<file path="src/rtl/trakball_decoder_pkg.sv">
// trakball_decoder_pkg: shared constants, axis encoding and read-word packing for the trackball decoder
package trakball_decoder_pkg;

    localparam int CNT_W_DEF = 4;

    typedef enum logic {
        AXIS_X = 1'b0,
        AXIS_Y = 1'b1
    } axis_e;

    localparam int XDIR_HI = 7;
    localparam int XDIR_LO = 6;
    localparam int XCLK_HI = 5;
    localparam int XCLK_LO = 4;
    localparam int YDIR_HI = 3;
    localparam int YDIR_LO = 2;
    localparam int YCLK_HI = 1;
    localparam int YCLK_LO = 0;

    function automatic logic [7:0] rd_word(input logic dir, input logic moved, input logic [3:0] cnt);
        return {dir, moved, 2'b00, cnt};
    endfunction

endpackage

</file>
<file path="src/rtl/trak_axis.sv">
// trak_axis: qualifies one axis's doubled lines, detects clock edges and tracks count, dir and moved
module trak_axis #(
    parameter int CNT_W = 4
) (
    input  logic             clk_sys,
    input  logic             reset_n,
    input  logic [1:0]       dir_pair_i,
    input  logic [1:0]       clk_pair_i,
    input  logic             flip_i,
    input  logic             rd_i,
    input  logic             clr_i,
    output logic [CNT_W-1:0] count_o,
    output logic             dir_o,
    output logic             moved_o
);

    logic             dir_qual_q, dir_qual_d;
    logic             clk_qual_q, clk_qual_d;
    logic             clk_prev_q;
    logic             dir_q, dir_d;
    logic             moved_q, moved_d;
    logic [CNT_W-1:0] cnt_q, cnt_d;
    logic             step, up;

    assign step = clk_qual_q ^ clk_prev_q;
    assign up   = dir_qual_q ^ flip_i;

    // A line only updates when both copies agree; otherwise the old value holds.
    always_comb begin
        dir_qual_d = (dir_pair_i[1] == dir_pair_i[0]) ? dir_pair_i[0] : dir_qual_q;
        clk_qual_d = (clk_pair_i[1] == clk_pair_i[0]) ? clk_pair_i[0] : clk_qual_q;
        cnt_d      = clr_i ? '0 : step ? (up ? cnt_q + CNT_W'(1) : cnt_q - CNT_W'(1)) : cnt_q;
        dir_d      = (step && !clr_i) ? up : dir_q;
        moved_d    = clr_i ? 1'b0 : step ? 1'b1 : rd_i ? 1'b0 : moved_q;
    end

    always_ff @(posedge clk_sys or negedge reset_n) begin
        if (!reset_n) begin
            dir_qual_q <= 1'b0;
            clk_qual_q <= 1'b0;
            clk_prev_q <= 1'b0;
            dir_q      <= 1'b0;
            moved_q    <= 1'b0;
            cnt_q      <= '0;
        end else begin
            dir_qual_q <= dir_qual_d;
            clk_qual_q <= clk_qual_d;
            clk_prev_q <= clk_qual_q;
            dir_q      <= dir_d;
            moved_q    <= moved_d;
            cnt_q      <= cnt_d;
        end
    end

    assign count_o = cnt_q;
    assign dir_o   = dir_q;
    assign moved_o = moved_q;

endmodule

</file>
<file path="src/rtl/trakball_decoder.sv">
// trakball_decoder: synchronises trackball lines, decodes X/Y motion and serves registered axis reads
module trakball_decoder
    import trakball_decoder_pkg::*;
#(
    parameter int SYNC_STAGES = 2,
    parameter int CNT_W       = CNT_W_DEF
) (
    input  logic       clk_sys,
    input  logic       reset_n,
    input  logic [7:0] trakball_i,
    input  logic       flip_i,
    input  logic       sel_i,
    input  logic       rd_i,
    input  logic       clr_i,
    output logic [7:0] data_o,
    output logic       rd_valid_o
);

    logic [SYNC_STAGES-1:0][7:0] sync_q;
    logic [7:0]                  s;
    logic [CNT_W-1:0]            x_cnt, y_cnt;
    logic                        x_dir, y_dir, x_moved, y_moved;
    logic                        rd_x, rd_y;
    logic [7:0]                  data_q, data_d;
    logic                        rd_valid_q;

    assign s    = sync_q[SYNC_STAGES-1];
    assign rd_x = rd_i && (axis_e'(sel_i) == AXIS_X);
    assign rd_y = rd_i && (axis_e'(sel_i) == AXIS_Y);

    trak_axis #(.CNT_W(CNT_W)) u_x (
        .clk_sys    (clk_sys),
        .reset_n    (reset_n),
        .dir_pair_i (s[XDIR_HI:XDIR_LO]),
        .clk_pair_i (s[XCLK_HI:XCLK_LO]),
        .flip_i     (flip_i),
        .rd_i       (rd_x),
        .clr_i      (clr_i),
        .count_o    (x_cnt),
        .dir_o      (x_dir),
        .moved_o    (x_moved)
    );

    trak_axis #(.CNT_W(CNT_W)) u_y (
        .clk_sys    (clk_sys),
        .reset_n    (reset_n),
        .dir_pair_i (s[YDIR_HI:YDIR_LO]),
        .clk_pair_i (s[YCLK_HI:YCLK_LO]),
        .flip_i     (flip_i),
        .rd_i       (rd_y),
        .clr_i      (clr_i),
        .count_o    (y_cnt),
        .dir_o      (y_dir),
        .moved_o    (y_moved)
    );

    // Read data comes from the registered axis state, i.e. before any same-cycle step or clear.
    always_comb begin
        data_d = rd_y ? rd_word(y_dir, y_moved, 4'(y_cnt)) : rd_x ? rd_word(x_dir, x_moved, 4'(x_cnt)) : data_q;
    end

    always_ff @(posedge clk_sys or negedge reset_n) begin
        if (!reset_n) begin
            sync_q     <= '0;
            data_q     <= '0;
            rd_valid_q <= 1'b0;
        end else begin
            sync_q     <= {sync_q[SYNC_STAGES-2:0], trakball_i};
            data_q     <= data_d;
            rd_valid_q <= rd_i;
        end
    end

    assign data_o     = data_q;
    assign rd_valid_o = rd_valid_q;

endmodule

</file>
<file path="config.mk">
export PLATFORM = sky130hd
export DESIGN_NAME = trakball_decoder
export DESIGN_NICKNAME = d
export VERILOG_FILES = /design/src/rtl/trakball_decoder_pkg.sv /design/src/rtl/trak_axis.sv /design/src/rtl/trakball_decoder.sv
export SDC_FILE = /design/constraint.sdc
export NUM_CORES = 1
export LEC_CHECK = 0
export CELL_PAD_IN_SITES_DETAIL_PLACEMENT = 0
export CELL_PAD_IN_SITES_GLOBAL_PLACEMENT = 1
export CORE_UTILIZATION = 46
export DETAILED_ROUTE_END_ITERATION = 10
export PLACE_DENSITY = 0.92
export SETUP_SLACK_MARGIN = 0.4
export SYNTH_ARGS = -nofsm -noshare
export SYNTH_HDL_FRONTEND = slang
export SYNTH_SLANG_ARGS = --single-unit
</file>
<file path="constraint.sdc">
create_clock -name clk_sys -period 3.45 [get_ports clk_sys]
set_input_delay 0.69 -clock clk_sys [delete_from_list [all_inputs] [get_ports clk_sys]]
set_output_delay 0.69 -clock clk_sys [all_outputs]
set_load 0.005 [all_outputs]
</file>
==> results by group <==
Clock network
  • Clock tree sinks: 41
  • Worst-path clk slew: roughly 0.11 ns
  • Root Driver: clkbuf_4
  • Insertion delay of the later-clocked pin in the worst-skew pair: approximately 0.35 ns
  • Total CTS buffers: 5
  • CTS tree: yes
  • Gates resized, CTS repair: 0
  • H-tree levels: 2
  • CTS Hold Buffers Added: 0
  • Post-CTS setup buffers: 0
  • Clock buffer depth: 2

Logic synthesis
  • Distinct cells, synth: 23
  • Synth Warn #: 0
  • Number of synthesized register bits: just over 40
  • Syn avg cell area: 13.3 um2
  • Sequential fraction of the synthesis area: 0.634
  • Cell area after synthesis: between 1500 and 2000 um2
  • Synth Instances: ~120

Place
  • Post-DP HPWL: 1.59 mm
  • # port buffers: 20
  • Placer Congestion: around 0.81
  • Placed Area: 1850 um2

Floorplanning
  • Die area: 3760 um2
  • Cell Rows: 21
  • Die width: around 61 um
  • Core area: ~3400 um2
  • I/O Pins: 23
  • Initial Utilization: 0.481
  • Die H: roughly 60 um

Finish
  • Most common cell after layout, fill and taps aside: dfrtp_1
  • Commonest non-fill, non-tap cells in the layout: dfrtp_1, clkdlybuf4s50_1, nor2_1
  • Share of cells above drive strength 1: 0.0890
  • Area Growth Syn to Fin: 17.7%
  • Antenna diodes: 0
  • Fill count: 316
  • Nets@finish: between 150 and 200
  • Fin area: 1900 um2

Worst setup path
  • Worst-path cell chain: clkdlybuf4s50_1, xnor2_2, ha_1, o21ai_0, nand2b_1, a211oi_1, mux2_4
  • CP Max Fanout: 6
  • Slowest-stage cell, CP: clkdlybuf4s50_1
  • Startpoint Class: input port
  • WS Path Type: input port to flip-flop
  • WP data arrival: 2.65 ns
  • Max incr delay on CP: around 0.50 ns
  • Crit. End Element: flip-flop
  • WP data required: ~3.7 ns

STA
  • Final setup viols: 0
  • Max-slew violations: 0
  • Fin Setup TNS: 0 ns
  • Tcrit/Tclk final: 0.697
  • Worst-Margin Slew: between 0.8 and 0.9 ns
  • Period minus WS final: approximately 2.4 ns
  • Unrepaired setup endpoints after global routing: no
  • Slew HR: 0.431
  • F_max: between 400 and 500 MHz
  • Fin Clk Skew: around 0.01 ns
  • Final Hold Slack: around 0.36 ns
  • Final Hold Fails: 0

Worst hold path
  • HP Class: flip-flop to flip-flop

Detailed routing
  • Via count: ~970
  • Starting DRC count in detailed routing: 21
  • DRC viols: 0
  • Avg Vias per Cell: 5.03
  • Routed WL per cell: about 12 um
  • Final wirelength: around 2.3 mm
  • Antenna Violating Nets Remaining: 0
  • Drt first pass iters: 4

Global route
  • First-pass GRT wire length: between 4 and 5 mm
  • Vias in the first global route: between 900 and 1,000
  • GRT overflow: 0
  • Gr usage total: 0.162
  • Largest net degree at the start of global routing: between 40 and 50
  • Antenna violations before repair: 0

Pwr
  • Leakage: 0.857 nW
  • Final Total Pwr: ~1.1 mW
  • Power per cell area: ~580 nW/um2
  • VDD IR max: between 0.2 and 0.3 mV

Flow run
  • Max-cap violations: 0

Outcome
  • Status: completed
[final timing paths]
kind / from / end / slack, ns / depth (start not counted)
max: flip_i / u_x.count_o[3] / 1.04 / 7
min in group asynchronous: reset_n / u_y.moved_o / 0.43 / 1
max reg2reg: u_y.dir_qual_q / u_y.count_o[3] / 1.51 / 6
max in group asynchronous: reset_n / data_o[7] / 2.49 / 1
min reg2reg: sync_q[4] / s[4] / 0.36 / 0
min: sync_q[4] / s[4] / 0.36 / 0
[cell type report]
class                           instances  area (um2)  share of cell area
Sequential cell                        41        1030               0.539
Clock inverter                          2        15.0             0.00788
Clock buffer                            6        41.3              0.0217
Timing Repair Buffer                   20         195               0.102
Multi-Input combinational cell         75         562               0.295
Tap cell                               46        57.6              0.0302
Inverter                                2        7.51             0.00394
[stage by stage]
step / setup slack, ns / utilization / instances
after detailed placement: 0.656 / 0.549 / 184
final: 1.04 / 0.566 / 192
after global placement: 0.735 / 0.549 / 184
after global routing: 0.959 / 0.566 / 192
after CTS: 1.05 / 0.566 / 192
after floorplan: 1.35 / - / 123
[cell usage after synthesis]
| library cell | instances | area (um2) |
|---|---|---|
| dfrtp_1 | 41 | 1030 |
| nor2_1 | 16 | 60.1 |
| a21oi_1 | 12 | 60.1 |
| mux2i_1 | 8 | 80.1 |
| ha_1 | 4 | 50.1 |
| maj3_1 | 4 | 40.0 |
| xnor2_2 | 4 | 65.1 |
| xor2_1 | 4 | 35.0 |
| clkbuf_1 | 3 | 11.3 |
| o21ai_0 | 3 | 15.0 |
| a211oi_1 | 2 | 15.0 |
| a311o_1 | 2 | 20.0 |
| a311oi_1 | 2 | 17.5 |
| and4bb_1 | 2 | 25.0 |
| buf_4 | 2 | 15.0 |
| inv_1 | 2 | 7.51 |
| nand2_1 | 2 | 7.51 |
| nand2b_1 | 2 | 12.5 |
| nor2b_1 | 2 | 12.5 |
| nor4_1 | 2 | 12.5 |
| conb_1 | 1 | 3.75 |
| mux2_1 | 1 | 11.3 |
| mux2_4 | 1 | 15.0 |
[flip-flops by register name, indices dropped and copies added, names as in the netlist, 4 cells and up]
| name | cells |
|---|---|
| u_y.count_o | 4 |
| s | 8 |
| u_x.count_o | 4 |
| sync_q | 8 |
| data_o | 6 |
[power by group]
group | internal, mW | switching (mW)
Sequential | 0.552 | 0.0582
Combinational | 0.141 | 0.117
Clock | 0.0796 | 0.153
Total | 0.773 | 0.328
[metal layers]
metal  wire length, um  track usage  vias to the layer above  part of all wire
li1                  -            -                      466                 -
met3               132       0.0819                        6             0.057
met1              1090        0.196                      464              0.47
met4                49       0.0682                        0             0.021
met2              1060        0.245                       29              0.45
met5                 0            0                        -                 0
[critical path: cells and delay by family]
family          cells  cell delay, ns
compound gates      2            0.39
xor+xnor            1            0.33
fa+ha+maj           1            0.32
buf+inv             1            0.50
mux                 1            0.32
simple gates        1            0.09
[kinds of logic (layout without fill, tap and decap cells)]
logic type      after synthesis  after routing  synth area share
other cells                   1              2           0.00232
fa+ha+maj                     8              8            0.0557
xor+xnor                      8              8            0.0619
buf+inv                       7             30            0.0209
compound gates               21             21            0.0789
mux                          10             10            0.0657
simple gates                 26             26            0.0804
flops                        41             41             0.634
Power figures use the tool's default switching activity.
